**src/rtl/vend_pkg.sv**
```systemverilog
// Shared constants for the vending front-end: coin bit positions, coin values,
// default pricing/limits and the controller state encoding.
package vend_pkg;

  localparam int COIN_5  = 0;
  localparam int COIN_10 = 1;
  localparam int COIN_20 = 2;
  localparam int COIN_50 = 3;

  localparam logic [7:0] VAL_5  = 8'd5;
  localparam logic [7:0] VAL_10 = 8'd10;
  localparam logic [7:0] VAL_20 = 8'd20;
  localparam logic [7:0] VAL_50 = 8'd50;

  localparam int PRICE_DEF       = 25;
  localparam int MAX_CREDIT_DEF  = 200;
  localparam int CHG_TIMEOUT_DEF = 64;

  typedef enum logic [1:0] {
    IDLE     = 2'd0,
    START    = 2'd1,
    ARM      = 2'd2,
    WAIT_CHG = 2'd3
  } state_t;

endpackage

```
**src/rtl/coin_decode.sv**
```systemverilog
// Combinational coin decoder: a single set bit maps to its value; anything else
// (no bit or several bits) is reported as not valid with value 0.
module coin_decode
  import vend_pkg::*;
(
  input  logic [3:0] coin,
  output logic [7:0] value,
  output logic       valid
);

  localparam logic [3:0] ONE = 4'b0001;

  always_comb begin
    value = '0;
    valid = 1'b0;
    case (coin)
      ONE << COIN_5:  begin value = VAL_5;  valid = 1'b1; end
      ONE << COIN_10: begin value = VAL_10; valid = 1'b1; end
      ONE << COIN_20: begin value = VAL_20; valid = 1'b1; end
      ONE << COIN_50: begin value = VAL_50; valid = 1'b1; end
      default:        begin value = '0;     valid = 1'b0; end
    endcase
  end

endmodule

```
**src/rtl/vend_ctrl.sv**
```systemverilog
// Vending front-end: accumulates coin credit, resolves buy/cancel, hands the
// amount to the change dispenser and waits (bounded) for it to finish.
// Dispenser handshake: en is a one-cycle start strobe with money/move25 stable;
// the dispenser raises chg_flag while paying and drops it when done.
module vend_ctrl
  import vend_pkg::*;
#(
  parameter int PRICE       = PRICE_DEF,
  parameter int MAX_CREDIT  = MAX_CREDIT_DEF,
  parameter int CHG_TIMEOUT = CHG_TIMEOUT_DEF
) (
  input  logic       clk,
  input  logic       rst,
  input  logic [3:0] coin,
  input  logic       buy,
  input  logic       cancel,
  input  logic       chg_flag,
  output logic [7:0] money,
  output logic       en,
  output logic       move25,
  output logic [7:0] credit,
  output logic       vend,
  output logic       coin_reject,
  output logic       busy,
  output logic       timeout_err,
  output logic [1:0] state
);

  localparam int CW = $clog2(CHG_TIMEOUT + 1);

  state_t          state_q;
  logic [CW-1:0]   cnt;
  logic [7:0]      coin_value;
  logic            coin_valid;
  logic [8:0]      sum;
  logic            coin_seen;
  logic            buy_ok;
  logic            cancel_ok;
  logic            take;
  logic            coin_accept;

  coin_decode u_coin_decode (
    .coin  (coin),
    .value (coin_value),
    .valid (coin_valid)
  );

  // 9-bit sum so the ceiling check can never be fooled by 8-bit wrap.
  assign sum         = {1'b0, credit} + {1'b0, coin_value};
  assign coin_seen   = |coin;
  assign buy_ok      = (state_q == IDLE) && buy && (credit >= 8'(PRICE));
  assign cancel_ok   = (state_q == IDLE) && cancel && (credit != 8'd0) && !buy_ok;
  assign take        = buy_ok || cancel_ok;
  assign coin_accept = (state_q == IDLE) && !take && coin_valid && (sum <= 9'(MAX_CREDIT));
  assign state       = state_q;

  always_ff @(posedge clk) begin
    if (rst) begin
      state_q     <= IDLE;
      cnt         <= '0;
      credit      <= '0;
      money       <= '0;
      en          <= 1'b0;
      move25      <= 1'b0;
      vend        <= 1'b0;
      coin_reject <= 1'b0;
      busy        <= 1'b0;
      timeout_err <= 1'b0;
    end else begin
      en          <= 1'b0;
      vend        <= 1'b0;
      timeout_err <= 1'b0;
      coin_reject <= coin_seen && !coin_accept;
      if (coin_accept) credit <= sum[7:0];

      case (state_q)
        IDLE: begin
          if (take) begin
            money   <= credit;
            move25  <= buy_ok;
            vend    <= buy_ok;
            credit  <= '0;
            busy    <= 1'b1;
            state_q <= START;
          end
        end
        START: begin
          en      <= 1'b1;
          state_q <= ARM;
        end
        ARM: begin
          cnt     <= '0;
          state_q <= WAIT_CHG;
        end
        WAIT_CHG: begin
          if (!chg_flag) begin
            money   <= '0;
            busy    <= 1'b0;
            state_q <= IDLE;
          end else if (cnt == CW'(CHG_TIMEOUT - 1)) begin
            timeout_err <= 1'b1;
            money       <= '0;
            busy        <= 1'b0;
            state_q     <= IDLE;
          end else begin
            cnt <= cnt + 1'b1;
          end
        end
        default: state_q <= IDLE;
      endcase
    end
  end

endmodule

```
**config.mk**
```make
export PLATFORM = sky130hd
export DESIGN_NAME = vend_ctrl
export DESIGN_NICKNAME = d
export VERILOG_FILES = /design/src/rtl/vend_pkg.sv /design/src/rtl/coin_decode.sv /design/src/rtl/vend_ctrl.sv
export SDC_FILE = /design/constraint.sdc
export NUM_CORES = 1
export LEC_CHECK = 0
export BUFFER_PORTS_ARGS = -buffer_cell sky130_fd_sc_hd__buf_2
export CORE_ASPECT_RATIO = 0.6
export CORE_MARGIN = 1
export CORE_UTILIZATION = 35
export DETAILED_ROUTE_END_ITERATION = 16
export PLACE_DENSITY = 0.55
export SETUP_SLACK_MARGIN = 0.4
export SLEW_MARGIN = 20
export SYNTH_ARGS = -nofsm -noshare
export SYNTH_HDL_FRONTEND = slang
export SYNTH_SLANG_ARGS = --single-unit
```
**constraint.sdc**
```tcl
create_clock -name clk -period 3.9 [get_ports clk]
set_input_delay 0.975 -clock clk [delete_from_list [all_inputs] [get_ports clk]]
set_output_delay 0.975 -clock clk [all_outputs]
set_load 0.02 [all_outputs]
```
==> results of run 1 <==
## power by group
group          total, W  internal [W]  leakage [nW]  switching (W)
Combinational  0.000382      0.000138         0.616       0.000244
Sequential     0.000380      0.000349         0.251      0.0000318
Clock          0.000246      0.000125        0.0422       0.000121
Total           0.00101      0.000612         0.909       0.000396
## metal layers
| metal | share of wire [%] | routed length [um] | global-route usage [%] |
|---|---|---|---|
| met3 | 5.1 | 211 | 5.20 |
| met5 | 0 | 0 | 0 |
| met1 | 59 | 2430 | 27.4 |
| met2 | 35 | 1470 | 20.1 |
| met4 | 0.70 | 29 | 4.62 |
## synthesized netlist by cell type (2+ instances only)
cell type,number
o21a_1,2
a2bb2oi_1,2
nand2b_1,3
o31a_2,2
buf_6,2
nor4_1,2
nor2_1,34
a211oi_1,5
mux2i_1,4
nand3b_1,3
ha_1,12
nor3b_1,2
o21ai_0,8
nor2b_1,4
a211oi_2,2
inv_1,13
clkbuf_1,4
nor3_1,7
a21oi_1,4
nand3_1,5
and2_1,2
a22oi_1,8
dfxtp_1,31
nand2_1,5
xnor2_1,9
xor2_1,2
## worst max-delay path by stage
stage / startpoint / depth (start not counted) / slack, ps / to
final: coin[0] / 13 / 490 / credit[6]
after global routing: coin[0] / 13 / 370 / credit[6]
after CTS: coin[0] / 13 / 490 / credit[6]
after detailed placement: coin[0] / 13 / 210 / credit[6]
after global placement: coin[1] / 13 / 190 / credit[6]
after floorplan: coin[0] / 14 / 430 / credit[6]
## stage by stage
step / area (um^2) / cells / setup WS, ps
3_5_place_dp: 2020 / 292 / 208
4_1_cts: 2100 / 300 / 490
2_1_floorplan: 1790 / 199 / 426
3_3_place_gp: 2020 / 292 / 193
5_1_grt: 2120 / 301 / 365
6_report: 2120 / 301 / 490
## logic make-up after synthesis
kind of cell | Yosys count | share of synthesized area [%]
AOI/OAI and AO/OA | 44 | 19.9
xor gates and xnor gates | 11 | 5.46
adders and majority gates | 13 | 9.65
buffers and inverters | 21 | 5.60
DFF | 31 | 35.2
muxes | 4 | 2.27
and+or+nand+nor | 75 | 22.0
## sequential cells by signal, summed over array words and instances (netlist names), 2 cells and up
| name | count |
|---|---|
| cnt | 7 |
| credit | 8 |
| money | 8 |
| state | 2 |
## cell usage in the layout, fill, tap and decap left out, drive strengths merged, types with 2 or more instances in the layout
cell,count
dfxtp,31
a211oi,7
inv,13
nand3b,3
mux2i,4
xor2,2
o21a,2
clkbuf,7
nor4b,2
nand2b,3
nor2,34
or2,2
buf,39
nor2b,4
xnor2,9
a21oi,6
a22oi,8
nor4,2
nand3,5
nor3,7
o21ai,9
o31a,2
and2,3
nand2,5
nor3b,2
a2bb2oi,2
ha,12
## what timing repair did
action | 4_1_cts | 5_1_grt
buffers inserted | 0 | 1
resized for setup | 0 | 2
hold buffers | 0 | 0
setup endpoints to repair | 0 | 8
## area by class of cell
class                   instances  area, um^2  share of cell area (%)
clock buffers                   7        76.3                    3.60
multi-input cells             147        1080                    50.8
repair buffers                 39         213                    10.0
inverters                      13        48.8                    2.30
flip-flops and latches         31         621                    29.3
clock inverters                 1        5.00                   0.236
well taps                      63        78.8                    3.72
==> results.ini, run 1 <==
[cts]
path_clk_slew_ps = 70
cts_buffers = 5
root_buffer = clkbuf_8
clockBufferDepth = 2
clk_latency_ps = 280
htree_levels = 2
clock-sinks = 31
cts_tree = done

[grt]
grt_pass1_vias = 1289
antenna_found_initial = 0
grt_util_all_layers_pct = 16.8
grt_overflow = 0
grt_start_max_net_pins = 20
grt_pass1_wl_um = 6750

[run]
drv_cap = 0

[final_layout]
layout-drive-gt1-share_pct = 26.1
area_growth_pct = 20.1
n_fill_cell = 457
layout.nets = 259
fin_util_pct = 45.0
n_antenna_cell = 0

[timing]
finalCritPeriodShare_pct = 87.4
fin_tns_setup_ps = 0
fin_skew_ps = 4.35
setup_viol = 0
max_slew_margin_pct = 45.3
max_freq_mhz = 293
drv_slew = 0
period_minus_slack_ps = 3410
rsz0062_at_grt = false
hold_viol = 0
worst_pin_slew_ps = 810
hold-worst-slack_ps = 460

[status]
status = finished, final reports clean

[floorplan]
boundaryPins = 33
dieHeight_um = 57.0
core_area_mm2 = 0.00471
rows = 19
dieArea_mm2 = 0.00534
initial_core_util_pct = 37.5
fp.dieW_um = 93.7

[route]
wl_per_cell_um = 13.8
detail_route.iter0.violations = 74
via_per_inst = 4.93
drt-total-wl_um = 4150
antenna_left = 0
drc = 0
vias = 1485
first_pass_iters = 4

[synthesis]
synth_area_per_cell_um2 = 8.87
synth.area.top_cells = dfxtp_1, ha_1, nor2_1
synth_top_area_share_pct = 35.2
synthFlopType = dfxtp_1
synth_area_mm2 = 0.00176
ys.warnings.count = 0
synth_edf_count = 0
async_reset_ff_share_pct = 0
synth.largest_area_cell = dfxtp_1
synth_nets = 221
ys_ff_latch = 31
synth.yosys.seq_area_share_pct = 35.2
synth_cell_type_count = 48
netlist_instances = 199

[power_and_ir_drop]
cellPowerDensity_mw_per_mm2 = 476
p_leak_nw = 0.909
vdd_drop_max_mv = 0.180
finalPower_w = 0.00101

[place]
numPortBuffers = 32
dp_hpwl_um = 3140
place.gp.congestion = 0.741

[hold_path]
whs_endpoint = timeout_err
whs_path_depth = 1
worstHoldPathType = reg -> reg
min-delay-start = cnt[6]

[setup_path]
critPathBufInv = 3
crit_path_frequent_cell = inv_1
r2r-start = credit[0]
worstSetupEndpointType = register
crit_path_max_incr_delay_ps = 430
critPathLaunchType = input port
worst-path-max-fanout = 11
critPathKind = in -> reg
r2r_cells = 10
cp_slowest_cell = o31a_4
worstPathCellList = buf_2 -> inv_1 -> nor4_2 -> ha_2 -> inv_1 -> fa_2 -> and2b_1 -> o211ai_2 -> a21oi_4 -> xnor2_2 -> o31a_4 -> a21bo_2 -> a21oi_2
crit_arrival_ps = 3630
cp_top_family = compound AO/OA/AOI/OAI gates
timing.rr.end = credit[6]
r2r_setup_slack_ps = 1350
worstPathRequired_ps = 4120

Note: power is estimated with default switching activity, not from simulation.
==> run 2, diff against run 1 <==
==> constraint.sdc (replaced) <==
create_clock -name clk -period 3.9 [get_ports clk]
set_input_delay 0.78 -clock clk [delete_from_list [all_inputs] [get_ports clk]]
set_output_delay 0.78 -clock clk [all_outputs]
set_load 0.02 [all_outputs]
==> results.ini, run 2 (synthesized netlist as in run 1, its figures left out) <==
[cts]
clockBufferDepth = 2
root_buffer = clkbuf_8
path_clk_slew_ps = 70
cts_buffers = 5
post_cts_buffers = 0
cts_hold_buffers = 0
clk_latency_ps = 280
clock-sinks = 31
htree_levels = 2
cts_tree = done

[setup_path]
critPathLaunchType = input port
cp_slowest_cell = o31a_2
worstPathRequired_ps = 4120
worstSetupEndpointType = register
worstPathCellList = buf_2 -> inv_1 -> nor4_2 -> ha_2 -> inv_1 -> fa_1 -> and2b_1 -> o21ai_0 -> xnor2_1 -> a211oi_1 -> o31a_2 -> a21bo_2 -> a21oi_2
crit_path_max_incr_delay_ps = 450
critPathBufInv = 3
critPathKind = in -> reg
cp_top_family = compound AO/OA/AOI/OAI gates
crit_arrival_ps = 3510
crit_path_frequent_cell = inv_1
worst-path-max-fanout = 11

[timing]
max_slew_margin_pct = 46.4
period_minus_slack_ps = 3290
max_freq_mhz = 304
hold_viol = 0
fin_tns_setup_ps = 0
fin_skew_ps = 6.15
worst_pin_slew_ps = 794
finalCritPeriodShare_pct = 84.5
drv_slew = 0
rsz0062_at_grt = false
setup_viol = 0

[final_layout]
layout_commonest_cell = nor2_1
n_antenna_cell = 0
n_fill_cell = 472
reg_top3 = credit: 8 flops, money: 8 flops, cnt: 7 flops
layout.nets = 252
final_cell_mix = nor2_1, buf_2, dfxtp_1
final_area_mm2 = 0.00206
layout-drive-gt1-share_pct = 23.4
area_growth_pct = 17.0

[route]
first_pass_iters = 4
vias = 1489
drc = 0
wl_per_cell_um = 14.1
drt-total-wl_um = 4140
detail_route.iter0.violations = 119
via_per_inst = 5.06
antenna_left = 0

[floorplan]
rows = 19
boundaryPins = 33
fp.dieW_um = 93.7
initial_core_util_pct = 37.5
core_area_mm2 = 0.00471
dieHeight_um = 57.0
dieArea_mm2 = 0.00534

[power_and_ir_drop]
cellPowerDensity_mw_per_mm2 = 480
p_leak_nw = 0.873
vdd_drop_max_mv = 0.192

[status]
status = finished, final reports clean

[hold_path]
worstHoldPathType = reg -> reg

[grt]
antenna_found_initial = 0
grt_overflow = 0
grt_util_all_layers_pct = 16.9
grt_pass1_vias = 1319
grt_start_max_net_pins = 20
grt_pass1_wl_um = 6780

[place]
dp_hpwl_um = 3170
numPortBuffers = 32
place.gp.congestion = 0.809
place_area_mm2 = 0.00195

[run]
drv_cap = 0

-- run 2: changes by cell type in the layout (fill, tap and decap cells not counted), sizes merged --
cell	previous run	this run
buf	39	32
-- run 2: what timing repair did --
| item | 4_1_cts | 5_1_grt |
|---|---|---|
| endpoints found under the setup margin | 2 | 7 |
| gates resized for setup | 1 | 4 |
| pin swaps | 0 | 1 |
-- run 2: power by group --
| part | internal (W) | switching, W | total (W) |
|---|---|---|---|
| combinational | 0.000130 | 0.000235 | 0.000365 |
| clock | 0.000125 | 0.000117 | 0.000242 |
| sequential | 0.000349 | 0.0000344 | 0.000383 |
| total | 0.000604 | 0.000387 | 0.000990 |
-- run 2: through the flow --
stage	hold slack [ps]	std cells	power, W	setup WS [ps]	util (%)
5_1_grt	483	294	0.00106	424	43.8
3_5_place_dp	428	286	0.000750	70.9	41.5
6_report	459	294	0.000990	606	43.8
3_3_place_gp	430	286	0.000751	-17.2	41.5
4_1_cts	458	294	0.000995	570	43.4
2_1_floorplan	408	199	0.000666	518	-
-- run 2: final cells by class --
type / count / area [um^2] / share of cell area (%)
multi-input combinational: 147 / 1070 / 52.0
sequential: 31 / 621 / 30.1
inverter: 13 / 48.8 / 2.37
clock buffer: 7 / 76.3 / 3.70
tap: 63 / 78.8 / 3.82
clock inverter: 1 / 5.00 / 0.243
timing repair buffer: 32 / 160 / 7.76
-- run 2: layer usage --
layer / wire (um) / vias up / global-route usage, % / share of wire, %
met5: 0 / - / 0 / 0
met4: 42 / 0 / 5.27 / 1.0
met3: 264 / 5 / 5.07 / 6.4
met2: 1470 / 37 / 20.9 / 36
met1: 2360 / 689 / 27.0 / 57
li1: - / 758 / - / -
-- run 2: worst paths after layout --
| path | startpoint | to | slack (ps) | cells past startpoint |
|---|---|---|---|---|
| worst min-delay path | move25 | move25 | 460 | 1 |
| worst max register to register | credit[0] | credit[6] | 1260 | 10 |
| worst max-delay path | coin[0] | credit[6] | 610 | 13 |
| worst min register to register | move25 | move25 | 460 | 1 |
==> run 3, diff against run 2 <==
- PLACE_DENSITY: 0.55 -> 0.57
- clock period: 3.9 -> 3 ns (I/O delays scaled with it)
==> results.ini, run 3 (synthesized netlist as in run 1, its figures left out) <==
[final_layout]
n_antenna_cell = 0
layout.nets = 289
area_growth_pct = 43.5
instances_no_fill = 330
final_area_mm2 = 0.00253
layout-drive-gt1-share_pct = 40.1
final_cell_mix = buf_4, nor2_1, dfxtp_1
n_fill_cell = 442
layout_commonest_cell = buf_4
reg_top3 = credit: 8 flops, money: 8 flops, cnt: 7 flops

[cts]
clk_latency_ps = 280
htree_levels = 2
root_buffer = clkbuf_8
path_clk_slew_ps = 60
cts_buffers = 5
cts_tree = done
cts_hold_buffers = 0
clockBufferDepth = 2
clock-sinks = 31

[route]
drt-total-wl_um = 4800
antenna_left = 0
via_per_inst = 4.97
detail_route.iter0.violations = 79
drc = 0
first_pass_iters = 4
vias = 1639
wl_per_cell_um = 14.6

[grt]
grt_pass1_wl_um = 7630
grt_pass1_vias = 1500
grt_util_all_layers_pct = 19.2
antenna_found_initial = 0
grt_overflow = 0
grt_start_max_net_pins = 20

[timing]
worst_pin_slew_ps = 615
setup_viol = 0
fin_tns_setup_ps = 0
period_minus_slack_ps = 2800
finalCritPeriodShare_pct = 93.3
fin_skew_ps = 6.84
rsz0062_at_grt = true
hold_viol = 0
max_slew_margin_pct = 58.9
drv_slew = 0
max_freq_mhz = 357

[place]
place_area_mm2 = 0.00219
numPortBuffers = 32
dp.cells = 314
place.gp.congestion = 0.822
dp_hpwl_um = 3380

[setup_path]
critPathKind = in -> reg
worstPathRequired_ps = 3160
crit_arrival_ps = 2950
worstPathCellList = buf_12 -> nor4b_4 -> nor2_2 -> buf_4 -> fa_2 -> and2b_1 -> o211ai_2 -> a21oi_4 -> buf_6 -> a311oi_4 -> buf_4 -> o21a_1 -> a2bb2oi_1 -> nor2_1
cp_slowest_cell = fa_2
crit_path_frequent_cell = buf_4
crit_path_max_incr_delay_ps = 380
r2r-start = credit[0]
worst-path-max-fanout = 6
critPathLaunchType = input port
worstSetupEndpointType = register
startpoint = coin[0]

[status]
status = finished, final reports clean

[floorplan]
initial_core_util_pct = 37.5
dieHeight_um = 57.0
dieArea_mm2 = 0.00534
rows = 19
fp.dieW_um = 93.7
core_area_mm2 = 0.00471
boundaryPins = 33

[hold_path]
min-delay-start = cnt[6]
worstHoldPathType = reg -> reg

[power_and_ir_drop]
finalPower_w = 0.00144
cellPowerDensity_mw_per_mm2 = 567
p_leak_nw = 1.11
vdd_drop_max_mv = 0.311

[run]
drv_cap = 0

==> run 3: cell types whose count changed in the layout (fill, tap and decap cells not counted), moves of 2 or more <==
cell / previous run / this run
buf_4: 0 / 34
buf_2: 32 / 28
buf_6: 0 / 4
xnor2_1: 9 / 5
nor3_1: 7 / 4
xnor2_2: 0 / 3
buf_12: 0 / 2
clkbuf_1: 2 / 0
inv_1: 13 / 11
nor3_2: 0 / 2
==> run 3: final timing paths <==
check / to / slack (ps) / cells past startpoint
setup / recovery: credit[5] / 200 / 14
hold / removal: timeout_err / 470 / 1
setup reg to reg: credit[5] / 490 / 12
hold reg to reg: timeout_err / 470 / 1
==> run 3: layout make-up <==
cell class | instances | area (um^2) | area share, %
Timing Repair Buffer | 68 | 480 | 19.0
Inverter | 13 | 51.3 | 2.03
Clock buffer | 6 | 82.6 | 3.26
Clock inverter | 1 | 5.00 | 0.198
Sequential cell | 31 | 621 | 24.5
Multi-Input combinational cell | 148 | 1210 | 47.9
Tap cell | 63 | 78.8 | 3.11
==> run 3: layer usage <==
metal  vias up  track usage, %  routed length (um)  share of wire, %
li1        838               -                   -                 -
met1       758            30.8                2720                57
met2        37            24.5                1800                38
met3         6            4.80                 236               4.9
met4         0            5.27                  44              0.92
met5         -               0                   0                 0
==> run 3: where the power goes <==
part | total (W) | switching, W | internal, W | leakage [nW]
Clock | 0.000328 | 0.000149 | 0.000180 | 0.0470
Combinational | 0.000614 | 0.000364 | 0.000250 | 0.814
Sequential | 0.000494 | 0.0000406 | 0.000453 | 0.251
Total | 0.00144 | 0.000553 | 0.000883 | 1.11
==> run 3: worst max-delay path, delay by kind of cell <==
kind                     cells  cell delay, ps
AO/OA/AOI/OAI                5             710
AND/OR/NAND/NOR              4             690
buffers and inverters        4             570
adder cells (fa/ha/maj)      1             380
==> run 3: what timing repair did <==
action,CTS,global route
setup endpoints to repair,9,17
pin swaps,15,14
setup buffers,5,3
cloned,1,0
resized for setup,19,16
==> run 3: metrics by stage <==
step           util (%)  setup WS, ps  hold slack (ps)
6_report           53.8           201              467
3_3_place_gp       46.5          -291              435
4_1_cts            51.3           238              455
2_1_floorplan         -         -63.9              408
3_5_place_dp       46.5          -301              443
5_1_grt            53.8          80.9              487
